File: config.mk
export PLATFORM = sky130hd
export DESIGN_NAME = reset_seq_ctrl
export DESIGN_NICKNAME = d
export VERILOG_FILES = /design/src/rtl/reset_seq_ctrl.sv
export SDC_FILE = /design/constraint.sdc
export NUM_CORES = 1
export LEC_CHECK = 0
export BUFFER_PORTS_ARGS = -buffer_cell sky130_fd_sc_hd__buf_2
export CELL_PAD_IN_SITES_DETAIL_PLACEMENT = 1
export CELL_PAD_IN_SITES_GLOBAL_PLACEMENT = 1
export CORE_ASPECT_RATIO = 2
export CORE_MARGIN = 2
export CORE_UTILIZATION = 47
export CTS_BUF_LIST = sky130_fd_sc_hd__clkbuf_16
export CTS_CLUSTER_DIAMETER = 80
export DETAILED_ROUTE_END_ITERATION = 8
export PLACE_DENSITY_LB_ADDON = 0.08
export RECOVER_POWER = 100
export SYNTH_ARGS = -nofsm -noshare
export SYNTH_HDL_FRONTEND = slang
export SYNTH_SLANG_ARGS = --single-unit
File: constraint.sdc
create_clock -name clk -period 5.34 [get_ports clk]
set_clock_uncertainty 0.1 [all_clocks]
set_input_delay 0.267 -clock clk [delete_from_list [all_inputs] [get_ports clk]]
set_output_delay 0.267 -clock clk [all_outputs]
set_load 0.05 [all_outputs]
File: src/rtl/reset_seq_ctrl.sv
// ----------------------------------------------------------------------------
// reset_seq_ctrl : power-up reset sequencer for DDR, camera and video pipeline
// Revision 1.0
// ----------------------------------------------------------------------------
`default_nettype none

module reset_seq_ctrl #(
    parameter int HOLD_CYC  = 16,
    parameter int CAM_DLY   = 1024,
    parameter int TIMEOUT   = 65535,
    parameter int MAX_RETRY = 3
) (
    input  logic       clk,
    input  logic       syn_reset,
    input  logic       pll_locked,
    input  logic       ddr_init_done,
    input  logic       cam_init_done,
    input  logic       sw_rst_req,
    output logic       ddr_rst,
    output logic       cam_rst_n,
    output logic       pipe_rst,
    output logic       sys_ready,
    output logic       seq_err,
    output logic [1:0] retry_cnt
);

    localparam int MAX_AB  = (HOLD_CYC > CAM_DLY) ? HOLD_CYC : CAM_DLY;
    localparam int MAX_CNT = (MAX_AB > TIMEOUT) ? MAX_AB : TIMEOUT;
    localparam int CNT_W   = $clog2(MAX_CNT + 1);

    localparam logic [CNT_W-1:0] HOLD_LAST = CNT_W'(HOLD_CYC - 1);
    localparam logic [CNT_W-1:0] CAM_LAST  = CNT_W'(CAM_DLY - 1);
    localparam logic [CNT_W-1:0] TO_LAST   = CNT_W'(TIMEOUT - 1);
    localparam logic [CNT_W-1:0] CNT_TOP   = CNT_W'(MAX_CNT);
    // retry_cnt is only two bits wide, so the retry budget is clamped to 3
    localparam logic [1:0]       RETRY_LIMIT = (MAX_RETRY > 3) ? 2'd3 : 2'(MAX_RETRY);

    typedef enum logic [2:0] {
        WAIT_LOCK = 3'd0,
        HOLD      = 3'd1,
        REL_DDR   = 3'd2,
        DLY_CAM   = 3'd3,
        REL_CAM   = 3'd4,
        RUN       = 3'd5,
        FAIL      = 3'd6
    } state_t;

    state_t           state;
    state_t           state_nxt;
    logic [CNT_W-1:0] cnt;
    logic [CNT_W-1:0] cnt_nxt;
    logic [1:0]       retry_nxt;
    logic             timeout_hit;
    logic             counting;

    logic             ddr_rst_nxt;
    logic             cam_rst_n_nxt;
    logic             pipe_rst_nxt;
    logic             sys_ready_nxt;
    logic             seq_err_nxt;

    // {lock, ddr_done, cam_done} through a two-stage synchronizer
    logic [2:0] sync_meta;
    logic [2:0] sync_q;
    logic       lock_s;
    logic       ddr_done_s;
    logic       cam_done_s;

    always_ff @(posedge clk or posedge syn_reset) begin
        if (syn_reset) begin
            sync_meta <= 3'b000;
            sync_q    <= 3'b000;
        end else begin
            sync_meta <= {pll_locked, ddr_init_done, cam_init_done};
            sync_q    <= sync_meta;
        end
    end

    assign lock_s     = sync_q[2];
    assign ddr_done_s = sync_q[1];
    assign cam_done_s = sync_q[0];

    always_ff @(posedge clk or posedge syn_reset) begin
        if (syn_reset) begin
            state     <= WAIT_LOCK;
            cnt       <= '0;
            retry_cnt <= 2'd0;
            ddr_rst   <= 1'b1;
            cam_rst_n <= 1'b0;
            pipe_rst  <= 1'b1;
            sys_ready <= 1'b0;
            seq_err   <= 1'b0;
        end else begin
            state     <= state_nxt;
            cnt       <= cnt_nxt;
            retry_cnt <= retry_nxt;
            ddr_rst   <= ddr_rst_nxt;
            cam_rst_n <= cam_rst_n_nxt;
            pipe_rst  <= pipe_rst_nxt;
            sys_ready <= sys_ready_nxt;
            seq_err   <= seq_err_nxt;
        end
    end

    always_comb begin
        state_nxt   = state;
        retry_nxt   = retry_cnt;
        timeout_hit = 1'b0;

        // lock loss outranks every other event outside FAIL
        if (state != FAIL && !lock_s) begin
            state_nxt = WAIT_LOCK;
        end else begin
            case (state)
                WAIT_LOCK: if (lock_s) state_nxt = HOLD;
                HOLD:      if (cnt == HOLD_LAST) state_nxt = REL_DDR;
                REL_DDR: begin
                    if (ddr_done_s)          state_nxt   = DLY_CAM;
                    else if (cnt == TO_LAST) timeout_hit = 1'b1;
                end
                DLY_CAM:   if (cnt == CAM_LAST) state_nxt = REL_CAM;
                REL_CAM: begin
                    if (cam_done_s)          state_nxt   = RUN;
                    else if (cnt == TO_LAST) timeout_hit = 1'b1;
                end
                RUN:       if (sw_rst_req) state_nxt = HOLD;
                FAIL:      state_nxt = FAIL;
                default:   state_nxt = WAIT_LOCK;
            endcase
        end

        if (timeout_hit) begin
            if (retry_cnt == RETRY_LIMIT) begin
                state_nxt = FAIL;
            end else begin
                state_nxt = HOLD;
                retry_nxt = retry_cnt + 2'd1;
            end
        end

        counting = (state == HOLD) || (state == REL_DDR) ||
                   (state == DLY_CAM) || (state == REL_CAM);
        if (state_nxt != state || !counting) begin
            cnt_nxt = '0;
        end else if (cnt != CNT_TOP) begin
            cnt_nxt = cnt + CNT_W'(1);
        end else begin
            cnt_nxt = cnt;
        end

        // outputs decoded from the next state so they change with it
        ddr_rst_nxt   = 1'b1;
        cam_rst_n_nxt = 1'b0;
        pipe_rst_nxt  = 1'b1;
        sys_ready_nxt = 1'b0;
        seq_err_nxt   = 1'b0;
        case (state_nxt)
            REL_DDR, DLY_CAM: ddr_rst_nxt = 1'b0;
            REL_CAM: begin
                ddr_rst_nxt   = 1'b0;
                cam_rst_n_nxt = 1'b1;
            end
            RUN: begin
                ddr_rst_nxt   = 1'b0;
                cam_rst_n_nxt = 1'b1;
                pipe_rst_nxt  = 1'b0;
                sys_ready_nxt = 1'b1;
            end
            FAIL:    seq_err_nxt = 1'b1;
            default: ddr_rst_nxt = 1'b1;
        endcase
    end

endmodule

`default_nettype wire
## Word level (Yosys, flattened, before mapping)

Cells that the tools add are included.

- Flip-flop bits (word level): 32
- Bits in latches: 0
- Memory bits (writable): 0
- Bits in read-only memories: 0
- Bits of input ports: 6
- Output and inout bits: 7
- Word-level logic and storage cells: 65
- Memories kept: 0

- $add $sub $neg: 2
- $mul: 0
- Div/mod/pow operators: 0
- Order comparisons: 0
- Equal/unequal tests: 18
- Shift operators: 0
- Multiplexer cells: 22
- Bitwise gates (word level): 1
- Reduce and logical (&&, ||, !) cells: 12

Operators with widths:

| operator | count |
|---|---|
| $mux 16 | 2 |
| $mux 3 | 9 |
| $pmux 3 s7 | 1 |
| $eq 3x3->1 const B | 6 |
| $add 16x1->16 const B | 1 |
| $eq 16x10->1 const B | 1 |
| $eq 16x16->1 const B | 1 |
| $eq 16x4->1 const B | 1 |
| $ne 16x16->1 const B | 1 |
| $eq 3x2->1 const B | 4 |
| $mux 1 | 9 |
| $logic_or 1x1->1 | 4 |
| $reduce_or 4->1 | 1 |
| $eq 3x1->1 const B | 1 |
| $logic_not 3->1 | 1 |
| $ne 3x3->1 | 1 |
| $ne 3x3->1 const B | 1 |
| $add 2x1->2 const B | 1 |
| $eq 2x2->1 const B | 1 |
| $logic_not 1->1 | 2 |
| $pmux 1 s2 | 1 |
| $reduce_and 2->1 | 1 |
| $reduce_bool 2->1 | 1 |
| $reduce_or 2->1 | 1 |
| other kinds (2) | 2 |

## Longest topological paths before layout

- Word-level depth: 9
- Mapped depth: 9
- Gate-level depth less buffers: 8

## Least setup slack after synthesis

OpenSTA, ideal clock, no wires.

- Path type: register -> register
- Start: register cnt[0]
- End: register cnt[10]
- Library setup time: 96 ps
- Arrival: 2,002 ps
- Required time: 5,144 ps
- Slack: 3,142 ps
- Cell stages (with the launch flop): 10
- Buffers on the path: 2
- Clock period less this slack: 2,198 ps
- Cell sequence: dfrtp_1 > ha_1 > and3_1 > buf_6 > and4_1 > a21oi_1 > a211o_2 > nand4_4 > buf_4 > nor4_2

- Cells in the longest elaborated chain, start to end: 9
- Elaborated cells on any way between the ends: 20
- Those cells by class: add/sub (1); eq/ne (5); mux (12); reduce/logical (2)

Ends and longest elaborated chain:

| item | RTL line | RTL |
|---|---|---|
| start, declared | 50 | `logic [CNT_W-1:0] cnt;` |
| start signal, assigned | 95 | `cnt <= cnt_nxt;` |
| $eq 16x16->1 | 119, 124 |  |
| $mux 1 | 119, 124 |  |
| $mux 1, on equally long branches | 123, 118 |  |
| $pmux 1 s2 | 114 | `case (state)` |
| $mux 1 | 111 | `if (state != FAIL && !lock_s) begin` |
| $mux 3 | 132 | `if (timeout_hit) begin` |
| $ne 3x3->1 | 143 | `if (state_nxt != state \|\| !counting) begin` |
| $logic_or 1x1->1 | 143 |  |
| $mux 16 or $reduce_bool 2->1 (tied branches) | -- |  |

Several ways; a longest one is shown, not always the timed one. The select of a mux whose other input is x is not followed.
A chain may end at the register's enable or synchronous reset.

## Final worst setup path

- Start: register state[1]
- End: register cnt[3]

- Cells in the longest elaborated chain, start to end: 7
- Elaborated cells on any way between the ends: 28
- Those cells by class: eq/ne (8); mux (12); reduce/logical (8)

Ends and longest elaborated chain:

| item | RTL line | RTL |
|---|---|---|
| start, declared | 48 | `state_t state;` |
| start signal, assigned | 94 | `state <= state_nxt;` |
| $eq 3x3->1 (tied with other cells) | 114 |  |
| $pmux 3 s7 (tied with other cells) | 114 |  |
| $mux 3 (tied with other cells) | 111 |  |
| $mux 3 or $logic_or 1x1->1 (tied branches) | 132, 142 |  |
| $ne 3x3->1 or $logic_not 1->1 (tied branches) | 143 |  |
| $logic_or 1x1->1 * | 143 |  |
| $mux 16 or $reduce_bool 2->1 (tied branches) | -- |  |

Mark *: on every way between the ends. The rest lies on a longest branch, timed or not.

==> out/results.txt <==
H-tree depth: 2
Sequential power share: 46.1%
Sw frac: 22.4%
Outcome: finished, violations left
Logic pwr share: 6.3%
Final net count: 200
Largest net degree at the start of global routing: 33
Seq/Total Area, Yosys: 42.3%
Worst Setup End Kind: flop
Vias in the first global route: 1,621
Vias: 1,441
Hold Crit Class: in -> reg
Final cell count without fillers: 242
RSZ-0062 raised after global routing: false
Post-Syn Instances: 175
Number of flops mapped to enable cells by yosys: 0
Std-Cell Rows: 32
Largest stage delay on the critical path: 1.45 ns
Clock latency on the worst-skew pair: 0.27 ns
Routed vias/inst: 5.95
First-pass GRT wire length: 7830 um
Post-route antenna net violation count: 0
Clock power frac: 47.6%
DRT iter0 DRCs: 26
Max-cap violations: 2
Buffers on Ports: 12
Critical path startpoint category: flop
Relative slew slack: -23.0%
Least-Margin Pin Slew: 1.79 ns
Failing checks: max-capacitance violations, max-slew violations
Clk slew on worst S/H paths: 0.05 ns
Critical path class: reg -> reg
Initial Util: 48.9%
Total GRT Usage: 22.2%
Clk buf depth: 2
YS warnings: 0
Synth Flop Type: dfrtp_1
Max VDD drop: 0.190 mV
Drt drc: 0
Initial antenna violation count: 0
Wire per inst: 18.6 um
Area Growth Syn to Fin: 9.61%
Endpoints failing setup: 0
Clock period minus worst slack: 3.61 ns
Leakage power: 0.872 nW
Crit-path cells: nor3b_2, o211a_2, nand4b_1, a21boi_0, mux2i_1, nor4_1
Final hold violations: 0
Sw power: 0.000122 W
Cells after DPL: 232
Setup tns final: 0 ns
Asr flop ratio synth: 100%
Die area: 0.00460 mm2
Power Dens Cells: 262 mW/mm2
Internal: 0.000423 W
Buf/Inv on CP: 0
Most frequent cells in the layout: 30 x dfrtp_1, 16 x nand2_1, 11 x nor4_2
Vert. Die Dim: 93.9 um
Routed WL: 4500 um
Synthesized flop and latch total: 32
Global route overflow: 0
Commonest non-fill, non-tap cell in the layout: dfrtp_1
Slowest stage cell on the critical path: mux2i_1
CTS Root Cell: clkbuf_16
Syn Area/Cell: 10.9 um2
Tcrit/Tclk final: 67.5%
1st-pass router iterations: 4
Final Max Slew Viols: 50
Fillers: 454
Final HPWL DP: 3320 um
Die W: 49.0 um
GPL Wtd Cong: 0.803
Synth Net Count: 184
Worst EP required: 5.31 ns
Diode count: 0
CP arrival: 3.57 ns
CP top delay family: multiplexers
Max Fanout on Critical Path: 17
Share of cells above drive strength 1: 19.4%
Clock sink count: 32
Post-CTS Repair Setup Buffers: 0
TritonCTS buffer count: 5
CTS tree: done
Achievable Freq: 277 MHz
Cell area after synthesis: 0.00190 mm2
IO Pins: 13
Yosys cell types: 49
Core region area: 0.00388 mm2
-- power by group through the flow --
stage               Clock [W]  Sequential (W)  Combinational [W]
finish               0.000259        0.000252          0.0000342
global route         0.000273        0.000252          0.0000387
CTS                  0.000266        0.000252          0.0000354
detailed placement          0        0.000256          0.0000340
global placement            0        0.000255          0.0000323
floorplan                   0        0.000253          0.0000296
-- what timing repair did --
action | 4_1_cts | 5_1_grt
endpoints found under the hold margin | 4 | 1
hold buffers | 2 | 1
gates resized for setup | 0 | 0
-- registers in the layout (all words and copies together) (netlist names) --
register	count
retry_cnt	2
ddr_rst	1
sys_ready	1
state	3
cam_rst_n	1
seq_err	1
sync_q	3
pipe_rst	1
cnt	16
sync_meta	3
-- cell type report --
cell class,instances,area [um2],area share [%]
multi-input combinational,132,983,47.2
clock buffer,5,125,6.01
tap,51,63.8,3.06
inverter,4,15.0,0.721
clock inverter,2,7.51,0.360
sequential,32,803,38.6
timing repair buffer,16,85.1,4.08
-- worst reg2reg max path, delay by kind of cell (launching register included) --
| family | cells | cell delay, ns |
|---|---|---|
| AND/OR/NAND/NOR | 3 | 0.67 |
| multiplexers | 1 | 1.45 |
| AO/OA/AOI/OAI | 2 | 0.65 |
| flip-flops | 1 | 0.54 |
-- synth_stat cells, types with 2 or more instances --
master | instances | area [um2]
dfrtp_1 | 30 | 751
nor4bb_1 | 2 | 20.0
ha_1 | 3 | 37.5
nand4_1 | 8 | 50.1
nor3b_1 | 2 | 15.0
buf_6 | 4 | 45.0
xor2_1 | 10 | 87.6
a211oi_2 | 2 | 25.0
o211ai_1 | 2 | 15.0
inv_1 | 4 | 15.0
and4_1 | 4 | 35.0
a21oi_1 | 6 | 30.0
and2_1 | 4 | 25.0
buf_2 | 2 | 10.0
nor2_1 | 6 | 22.5
o21ai_0 | 6 | 30.0
nand3_1 | 7 | 35.0
nor4_2 | 12 | 150
xnor2_1 | 3 | 26.3
nand2_1 | 16 | 60.1
and3_1 | 7 | 43.8
nor4_1 | 7 | 43.8
dfstp_2 | 2 | 52.6
-- final timing paths --
check	cells past startpoint	start	slack, ns	end
worst max-delay path	6	state[1]	1.73	cnt[3]
worst min-delay path	1	pll_locked	0.005	sync_meta[2]
worst max register to register	6	state[1]	1.73	cnt[3]
worst min register to register	0	sync_meta[1]	0.25	sync_q[1]
max in group asynchronous	4	syn_reset	3.01	sync_meta[1]
min in group asynchronous	4	syn_reset	1.09	cam_rst_n
-- metrics by stage --
step	area [um2]	setup WS (ns)	utilization, %	hold slack [ns]	power [W]
floorplan	1900	3.14	-	0.198	0.000282
global placement	1970	2.55	50.7	0.233	0.000287
detailed placement	1970	2.47	50.7	0.240	0.000290
CTS	2120	2.42	54.6	0.000305	0.000553
global route	2080	1.44	53.6	0.00711	0.000564
finish	2080	1.73	53.6	0.00482	0.000545
-- per-layer routing --
metal / wire, um / vias to the layer above / global-route usage, % / part of all wire [%]
met2: 2610 / 21 / 42.1 / 58
met3: 73 / 9 / 3.03 / 1.6
li1: - / 684 / - / -
met5: 0 / - / 0 / 0
met4: 121 / 0 / 9.76 / 2.7
met1: 1700 / 727 / 23.9 / 38
-- cells by family (layout without fill, tap and decap cells) --
group | count (synthesis) | after routing | share of synthesized area (%)
multiplexers | 2 | 2 | 1.32
adder cells (fa/ha/maj) | 3 | 3 | 1.98
AO/OA/AOI/OAI | 24 | 24 | 9.68
buffers and inverters | 11 | 27 | 4.08
XOR/XNOR | 13 | 13 | 5.99
flip-flops | 32 | 32 | 42.3
AND/OR/NAND/NOR | 90 | 90 | 34.7
Note: power is estimated with default switching activity, not from simulation.
